$ cat src/rtl/down_counter_mod_m_reload.sv
// Loadable mod-M down-counter/timer with one-shot and auto-reload modes and a registered done pulse.
// Optional sticky completion flag with acknowledge when DOWN_CNT_STICKY_EN is defined.
module down_counter_mod_m_reload #(
  parameter int M = 20,
  localparam int N = $clog2(M)
) (
  input  logic         clk,
  input  logic         sclr,
  input  logic         load,
  input  logic [N-1:0] load_val,
  input  logic         periodic,
  input  logic         start,
  input  logic         stop,
  input  logic         tick,
  output logic [N-1:0] Q,
  output logic         busy,
  output logic         paused,
  output logic         done
`ifdef DOWN_CNT_STICKY_EN
  ,
  output logic         done_flag,
  input  logic         done_ack
`endif
);

  typedef enum logic [1:0] {IDLE, RUN, HOLD} state_t;

  localparam logic [N-1:0] MaxVal = N'(M - 1);
  localparam logic [N-1:0] One    = N'(1);

  state_t       state, state_next;
  logic [N-1:0] reload, reload_next;
  logic [N-1:0] q_next;
  logic [N-1:0] clamped;
  logic         done_next;

  assign clamped = (load_val > MaxVal) ? MaxVal : load_val;

  always_ff @(posedge clk) begin
    if (sclr) begin
      state  <= IDLE;
      Q      <= '0;
      reload <= '0;
      done   <= 1'b0;
    end else begin
      state  <= state_next;
      Q      <= q_next;
      reload <= reload_next;
      done   <= done_next;
    end
  end

  // Priority below sclr: load, then stop, then start, then tick.
  always_comb begin
    state_next  = state;
    q_next      = Q;
    reload_next = reload;
    done_next   = 1'b0;
    if (load) begin
      q_next      = clamped;
      reload_next = clamped;
      if (clamped == '0) state_next = IDLE;
    end else begin
      case (state)
        IDLE: begin
          if (start && Q != '0) state_next = RUN;
        end
        RUN: begin
          if (stop) begin
            state_next = HOLD;
          end else if (tick) begin
            if (Q > One) begin
              q_next = Q - One;
            end else if (Q == One) begin
              done_next = 1'b1;
              if (periodic) begin
                q_next = reload;
              end else begin
                q_next     = '0;
                state_next = IDLE;
              end
            end else begin
              state_next = IDLE;
            end
          end
        end
        HOLD: begin
          if (start) state_next = RUN;
        end
        default: state_next = IDLE;
      endcase
    end
  end

  assign busy   = (state == RUN);
  assign paused = (state == HOLD);

`ifdef DOWN_CNT_STICKY_EN
  // Flag rises together with done; a simultaneous acknowledge loses to the new event.
  always_ff @(posedge clk) begin
    if (sclr)           done_flag <= 1'b0;
    else if (done_next) done_flag <= 1'b1;
    else if (done_ack)  done_flag <= 1'b0;
  end
`endif

endmodule

$ cat config.mk
export PLATFORM = sky130hd
export DESIGN_NAME = down_counter_mod_m_reload
export DESIGN_NICKNAME = d
export VERILOG_FILES = /design/src/rtl/down_counter_mod_m_reload.sv
export SDC_FILE = /design/constraint.sdc
export NUM_CORES = 1
export LEC_CHECK = 0
export CORE_AREA = 2 2 40 51
export DETAILED_ROUTE_END_ITERATION = 10
export DIE_AREA = 0 0 42 53
export GPL_TIMING_DRIVEN = 1
export PLACE_DENSITY = 0.83
export REMOVE_ABC_BUFFERS = 1
export SYNTH_ARGS = -nofsm -noshare
export SYNTH_HDL_FRONTEND = slang
export SYNTH_SLANG_ARGS = --single-unit
export TNS_END_PERCENT = 30
$ cat constraint.sdc
create_clock -name clk -period 4.5 [get_ports clk]
set_input_delay 0.675 -clock clk [delete_from_list [all_inputs] [get_ports clk]]
set_output_delay 0.675 -clock clk [all_outputs]
set_load 0.02 [all_outputs]
==> PnR_summary.wiki <==
{| class="wikitable"
! Metric !! Value
|-
| Run status || completed
|-
| Clock tree from TritonCTS || done
|-
| Share of the core filled with cells in the final layout || 0.603
|-
| Areal power density over the cells || 305 mW/mm2
|-
| Number of enable-type register cells in the synthesized netlist || 0
|-
| Type of origin of the critical path || input pin
|-
| Placed instance count || about 130
|-
| Clock network fraction of total power || 0.234
|-
| Router iterations before antenna repair || 4
|-
| Routed wire length || 1880 um
|-
| Total number of nets in the final design || 132
|-
| Vias in the first global route || approximately 700
|-
| Cell count after synthesis || 97
|-
| Starting density of the core || 0.481
|-
| Number of violations of the max-capacitance limit || 0
|-
| Overall global routing resource usage || 0.187
|-
| Hold Crit Depth || 2
|-
| Proportion of synthesized area in mux cells || 0.0121
|-
| Reg-to-reg critical path startpoint || Q[0]
|-
| Slew of the pin with the lowest slew margin || 0.717 ns
|-
| Worst hold path type || reg -> reg
|-
| Simple logic cell fraction of the synthesized area || 0.314
|-
| Relative slew slack || 0.521
|-
| Complex-gate fraction of the synthesized area || 0.234
|-
| Number of synthesis warnings || 0
|-
| Netlist Area Pre-Place || 830 um2
|-
| Clock-pin slew of the registers on the worst-case setup and hold paths || 0.08 ns
|-
| P_leak || 0.372 nW
|-
| Mean instance size in the synthesized netlist || 8.55 um2
|-
| Die area || 0.00223 mm2
|-
| H-tree depth reported by CTS || 1
|-
| Largest buffer count on any clock path || 2
|-
| Critical Path Fanout Max || 19
|-
| Final-layout fill cell count || about 150
|-
| Worst hold slack || 0.504 ns
|-
| Clock Latency Late Sink || 0.29 ns
|-
| Critical-path cell list || clkdlybuf4s50_1 -> nor4b_2 -> nand4_1 -> nand2_1 -> a221oi_1 -> o32ai_1
|-
| Share of async-settable or async-resettable flops after synthesis || 0
|-
| Total chip power || 317 uW
|-
| End point of the worst hold path || reload[4]
|-
| Number of cell rows || 17
|-
| Setup repair after global routing missed its margin || no
|-
| Iteration-0 DRC Markers || 14
|-
| Worst reg-to-reg path cell count || 5
|-
| Register-to-register setup slack || 2.62 ns
|-
| Critical setup path kind || in -> reg
|-
| Final setup violating endpoints || 0
|-
| Resized Gates After CTS || 0
|-
| Capturing element type of the critical path || flop
|-
| Net switching power figure || 111 uW
|-
| Final Hold Fails || 0
|-
| Maximum clock rate || ~0.42 GHz
|-
| GPL Wtd Cong || 0.800
|-
| Detail-routed via count per cell || ~5.9
|-
| Initial antenna violation count || 0
|-
| Drt wl/cell || between 10 and 15 um
|-
| I/O Pins || 20
|-
| Final TNS setup || 0 ns
|-
| Die extent in y || 53 um
|-
| Leading area contributor after synthesis || dfxtp_1
|-
| Adder-cell share of the synthesized area || 0.0452
|-
| Sequential area share after synthesis || 0.314
|-
| Origin of the worst min-delay path || reload[4]
|-
| Clock Skew || 0.00639 ns
|-
| Leading register cell type out of synthesis || dfxtp_1
|-
| Sum of buffers and inverters on the critical path || 1
|-
| Horizontal die dimension || about 42 um
|-
| Overall overflow remaining after global route || 0
|-
| Main combinational cell family by area after synthesis || simple AND/OR/NAND/NOR gates
|-
| Largest voltage drop on the vdd net || 0.000239 V
|-
| Total count of max-transition violations in the final report || 0
|-
| Reg2Reg Capture Point || Q[3]
|-
| Required time at the worst-slack endpoint || 4.69 ns
|-
| Count of unresolved DRC violations after routing || 0
|-
| Post-CTS setup buffer count || 0
|-
| Internal cell power || 207 uW
|-
| Synth area leaders || dfxtp_1 31%, nor2_1 5.9%, ha_1 4.5%
|-
| Overall via count from detail_route || roughly 800
|-
| Count of different cell masters after synthesis || 40
|-
| Data arrival time at the worst-slack endpoint || about 2.6 ns
|-
| Relative area change from synthesis to final layout || 25.3%
|-
| Slowest cell on the critical path || clkdlybuf4s50_1
|-
| Biggest cell delay along the critical path || 0.77 ns
|-
| Sequential fraction of design power || 0.427
|-
| Category of cells accounting for the largest share of critical-path delay || simple AND/OR/NAND/NOR gates
|-
| Share of the clock period used by the worst path || 0.528
|-
| Portion of synthesized cell area occupied by the leading cell type || 0.314
|-
| Time the worst path needs with I/O delays and setup || 2.38 ns
|-
| CTS sink count || 13
|-
| Maximum number of pins on one net before global-route repair || 20
|-
| Number of nets still failing antenna checks after routing || 0
|-
| Proportion of power drawn by combinational gates || 0.339
|-
| #FFs+latches synth || 13
|-
| Core Area || 0.00172 mm2
|-
| Xor and xnor fraction of the mapped netlist area || 0.0211
|-
| DP HPWL || 1400 um
|-
| Global-route wire length before repair || 3170 um
|-
| TritonCTS buffer count || 3
|-
| Root cell of the clock tree || clkbuf_4
|-
| Share of post-route cells with drive strength above 1 || 0.0948
|-
| # hold bufs at CTS || 0
|-
| Commonest cells in the netlist || 13 x dfxtp_1, 13 x nor2_1, 6 x nand2_1, 6 x nor2b_1
|-
| Input/output buffers || 19
|-
| Number of inserted diodes || 0
|-
| Switching share of total power || 0.348
|-
| Non-Filler Instances || 135
|}
## flip-flops by register name (all words and copies together) (netlist names)
name / count
Q: 5
reload: 5
done: 1
state: 2
## stage by stage
stage	instance area, um2	worst slack [ns]
after floorplan	798	2.78
after global placement	1010	1.97
after detailed placement	1010	1.83
after CTS	1040	2.14
after global routing	1040	1.99
final	1040	2.12
## worst register-to-register path, delay by kind of cell (launching register included)
kind | cells | cell delay, ns
adder cells (fa/ha/maj) | 1 | 0.27
AND/OR/NAND/NOR | 1 | 0.09
AO/OA/AOI/OAI | 3 | 0.90
flip-flops | 1 | 0.49
## placed cells by master (no fill, tap or decap), types with 2 or more instances in the layout
master / netlist / final
clkdlybuf4s50_1: 0 / 19
dfxtp_1: 13 / 13
nor2_1: 13 / 13
nor2b_1: 6 / 6
nand2_1: 6 / 6
inv_1: 5 / 5
nor3_1: 5 / 5
a21oi_1: 5 / 5
nand3b_1: 3 / 3
o21ai_0: 3 / 3
ha_1: 3 / 3
clkbuf_4: 0 / 3
a221oi_1: 2 / 2
o22ai_1: 2 / 2
a311oi_1: 2 / 2
o41ai_1: 2 / 2
## power by group through the flow
stage / Combinational, mW / Sequential, mW / Clock (mW)
2_1_floorplan: 0.0621 / 0.141 / 0
3_3_place_gp: 0.104 / 0.138 / 0
5_1_grt: 0.118 / 0.137 / 0.0813
4_1_cts: 0.107 / 0.136 / 0.0745
3_5_place_dp: 0.106 / 0.138 / 0
6_report: 0.107 / 0.135 / 0.0743
## logic make-up after synthesis
logic type               Yosys count
AO/OA/AOI/OAI                     24
flip-flops                        13
adder cells (fa/ha/maj)            3
multiplexers                       1
XOR/XNOR                           2
AND/OR/NAND/NOR                   45
buffers and inverters              9
## metal layers
metal | track usage | up-vias | part of all wire
li1 | - | 398 | -
met1 | 0.239 | 368 | 0.45
met2 | 0.310 | 25 | 0.49
met3 | 0.0307 | 4 | 0.040
met4 | 0.0806 | 0 | 0.023
met5 | 0 | - | 0
## worst max path at each step
| stage | start | to | slack, ns | cells past startpoint |
|---|---|---|---|---|
| CTS | load | state[0] | 2.14 | 6 |
| global placement | load | state[0] | 1.97 | 6 |
| detailed placement | load | state[0] | 1.83 | 6 |
| finish | load | state[0] | 2.12 | 6 |
| global route | load | state[0] | 1.99 | 6 |
| floorplan | Q[1] | Q[2] | 2.78 | 6 |
## layout make-up
| type | count | area [um2] | area share |
|---|---|---|---|
| clock inverters | 1 | 5.00 | 0.00481 |
| flip-flops and latches | 13 | 260 | 0.250 |
| well taps | 19 | 23.8 | 0.0229 |
| clock buffers | 3 | 22.5 | 0.0217 |
| repair buffers | 19 | 190 | 0.183 |
| multi-input cells | 75 | 519 | 0.499 |
| inverters | 5 | 18.8 | 0.0181 |
Note: power is estimated with default switching activity, not from simulation.
==> edit: new RTL, config.mk and constraints unchanged <==
Register the outputs `busy` and `paused`, without a reset; this adds one clock of latency there. The other outputs are not delayed to match.
--- a/src/rtl/down_counter_mod_m_reload.sv
+++ b/src/rtl/down_counter_mod_m_reload.sv
@@ -94,4 +94,6 @@
 
-  assign busy   = (state == RUN);
-  assign paused = (state == HOLD);
+  always_ff @(posedge clk) begin
+    busy   <= (state == RUN);
+    paused <= (state == HOLD);
+  end
 
Formal check against the unedited RTL: not equivalent (a bounded check fails within 4 cycles, from zero or initial values).
==> edit against the original RTL <==
- routed wire length increased by 3.3%
- final area increased by 4.1%
- power increased by 31%
- critical path type unchanged
- synthesized area increased by 4.4%
- setup slack improved by 170 ps
- sequential share of layout area increased by 2.7 points
- count of clock-buffer cells in the layout increased by 1
- critical endpoint unchanged
- critical path depth decreased by 1
- sequential cell count increased by 2
- worst hold slack got worse by 45 ps
- combinational power increased by 51%
- cell count increased by 3.0%
- largest power group unchanged
==> edit: results (changes against the original RTL) <==
| Metric | Value |
|---|---|
| Asr flop ratio synth | `0% (unchanged)` |
| Maximum clock frequency | `453.7 MHz (was 421.0 MHz)` |
| Seq cells | `15 (was 13)` |
| Multi-input combinational area share | `49.02% (was 49.94%)` |
| N_diodes | `0 (unchanged)` |
| Total GRT Usage | `18.80% (was 18.70%)` |
| Clock buf/inv share | `2.428% (was 2.647%)` |
| FILL cells | `160 (was 152)` |
| Placed cells | `135 (was 131)` |
| Vias per Instance | `6.036 (was 5.889)` |
| CTS H-tree depth | `1 (unchanged)` |
| Cell Area, Placed | `1056 um2 (was 1012 um2)` |
| Fraction of area in registers | `27.75% (was 25.03%)` |
| Non-clk buf share | `17.57% (was 18.29%)` |
| CP max stage delay | `720 ps (was 770 ps)` |
| Yosys warning total | `0 (unchanged)` |
| Synth cell types | `42 (was 40)` |
| Multi-In Gates | `79 (was 75)` |
| Status | `finished, final reports clean (unchanged)` |
| TritonCTS Buffers | `3 (unchanged)` |
| Layout clock buffers | `4 (was 3)` |
| HPWL after DPL | `1434 um (was 1399 um)` |
| Number of global-route vias before repair | `731 (was 701)` |
| Least-Margin Pin Slew | `710.8 ps (was 716.9 ps)` |
| Skew final | `6.102 ps (was 6.390 ps)` |
| Synth area leaders | `dfxtp_1 35%, nand2_1 4.8%, a31oi_1 4.3% (was dfxtp_1 31%, nor2_1 5.9%, ha_1 4.5%)` |
| P_leak | `0.0003927 uW (was 0.0003720 uW)` |
| Clk Latency, worst-skew pair | `290 ps (about the same)` |
| P&R area growth vs syn | `25.00% (was 25.34%)` |
| Worst vdd rail ir drop | `246.9 uV (was 239.3 uV)` |
| Sequential fraction of the synthesis area | `34.68% (was 31.37%)` |
| Initial antenna violation count | `0 (unchanged)` |
| GP Congestion | `0.8265 (was 0.7995)` |
| Invs w/o clock | `3 (was 5)` |
| First-pass GRT wire length | `3098 um (was 3167 um)` |
| Clk buf depth | `2 (unchanged)` |
| Commonest cells post-synth | `15 x dfxtp_1, 11 x nand2_1, 9 x nor2_1 (was 13 x dfxtp_1, 13 x nor2_1, 6 x nand2_1, 6 x nor2b_1)` |
| Layout cell share with drive strength beyond 1 | `6.667% (was 9.483%)` |
| # Post-CTS Setup Buffers | `0 (unchanged)` |
| Non-Clock Buffer Count | `19 (unchanged)` |
| Mapped Avg Cell Area | `8.573 um2 (was 8.552 um2)` |
| Clock root buffer | `clkbuf_4 (unchanged)` |
| Worst EP arrival | `2420 ps (was 2570 ps)` |
| Maximum fanout along the worst path | `19 (unchanged)` |
| WL/cell | `14.01 um (was 13.96 um)` |
| Top class by area | `multi-input gates (unchanged)` |
| Routed WL | `1947 um (was 1884 um)` |
| Iter 0 DRT Violations | `21 (was 14)` |
==> edit: layer usage <==
layer | global-route usage [%] | vias up | wire length (um)
met3 | 2.389 | 5 | 85
met5 | 0 | - | 0
met2 | 34.90 | 30 | 990
li1 | - | 417 | -
met4 | 11.83 | 0 | 38
met1 | 20.00 | 387 | 833
==> edit: per-stage QoR <==
stage | worst slack [ps] | hold slack, ps
2_1_floorplan | 2559 | 420.1
3_3_place_gp | 2082 | 433.6
3_5_place_dp | 2026 | 445.7
4_1_cts | 2295 | 466.0
5_1_grt | 2184 | 491.7
6_report | 2296 | 459.2
==> edit: logic make-up (layout without fill, tap and decap cells) <==
family,count (synthesis),count (layout),share of synthesized area [%]
AO/OA/AOI/OAI,25,25,22.54
multiplexers,2,2,2.312
AND/OR/NAND/NOR,47,47,30.06
buffers and inverters,7,26,4.045
XOR/XNOR,2,2,2.023
adder cells (fa/ha/maj),3,3,4.336
flip-flops,15,15,34.68
==> edit: critical path: cells and delay by family <==
| kind | cells | cell delay [ps] |
|---|---|---|
| buf+inv | 1 | 720 |
| compound gates | 2 | 510 |
| simple gates | 2 | 500 |
==> edit: path summary, 6_finish.rpt <==
check	start	endpoint	slack, ps	cells past startpoint
max	load	state[0]$_SDFFE_PP0P_	2300	5
min	reload[1]$_SDFFE_PP0P_	reload[1]$_SDFFE_PP0P_	460	1
max reg2reg	Q[1]$_SDFFE_PP0P_	Q[1]$_SDFFE_PP0P_	2530	6
min reg2reg	reload[1]$_SDFFE_PP0P_	reload[1]$_SDFFE_PP0P_	460	1
==> edit: power by group <==
| group | internal (uW) | switching (uW) | total (uW) |
|---|---|---|---|
| clock | 34.5 | 43.3 | 77.7 |
| combinational | 75.8 | 85.8 | 162 |
| sequential | 152 | 24.2 | 176 |
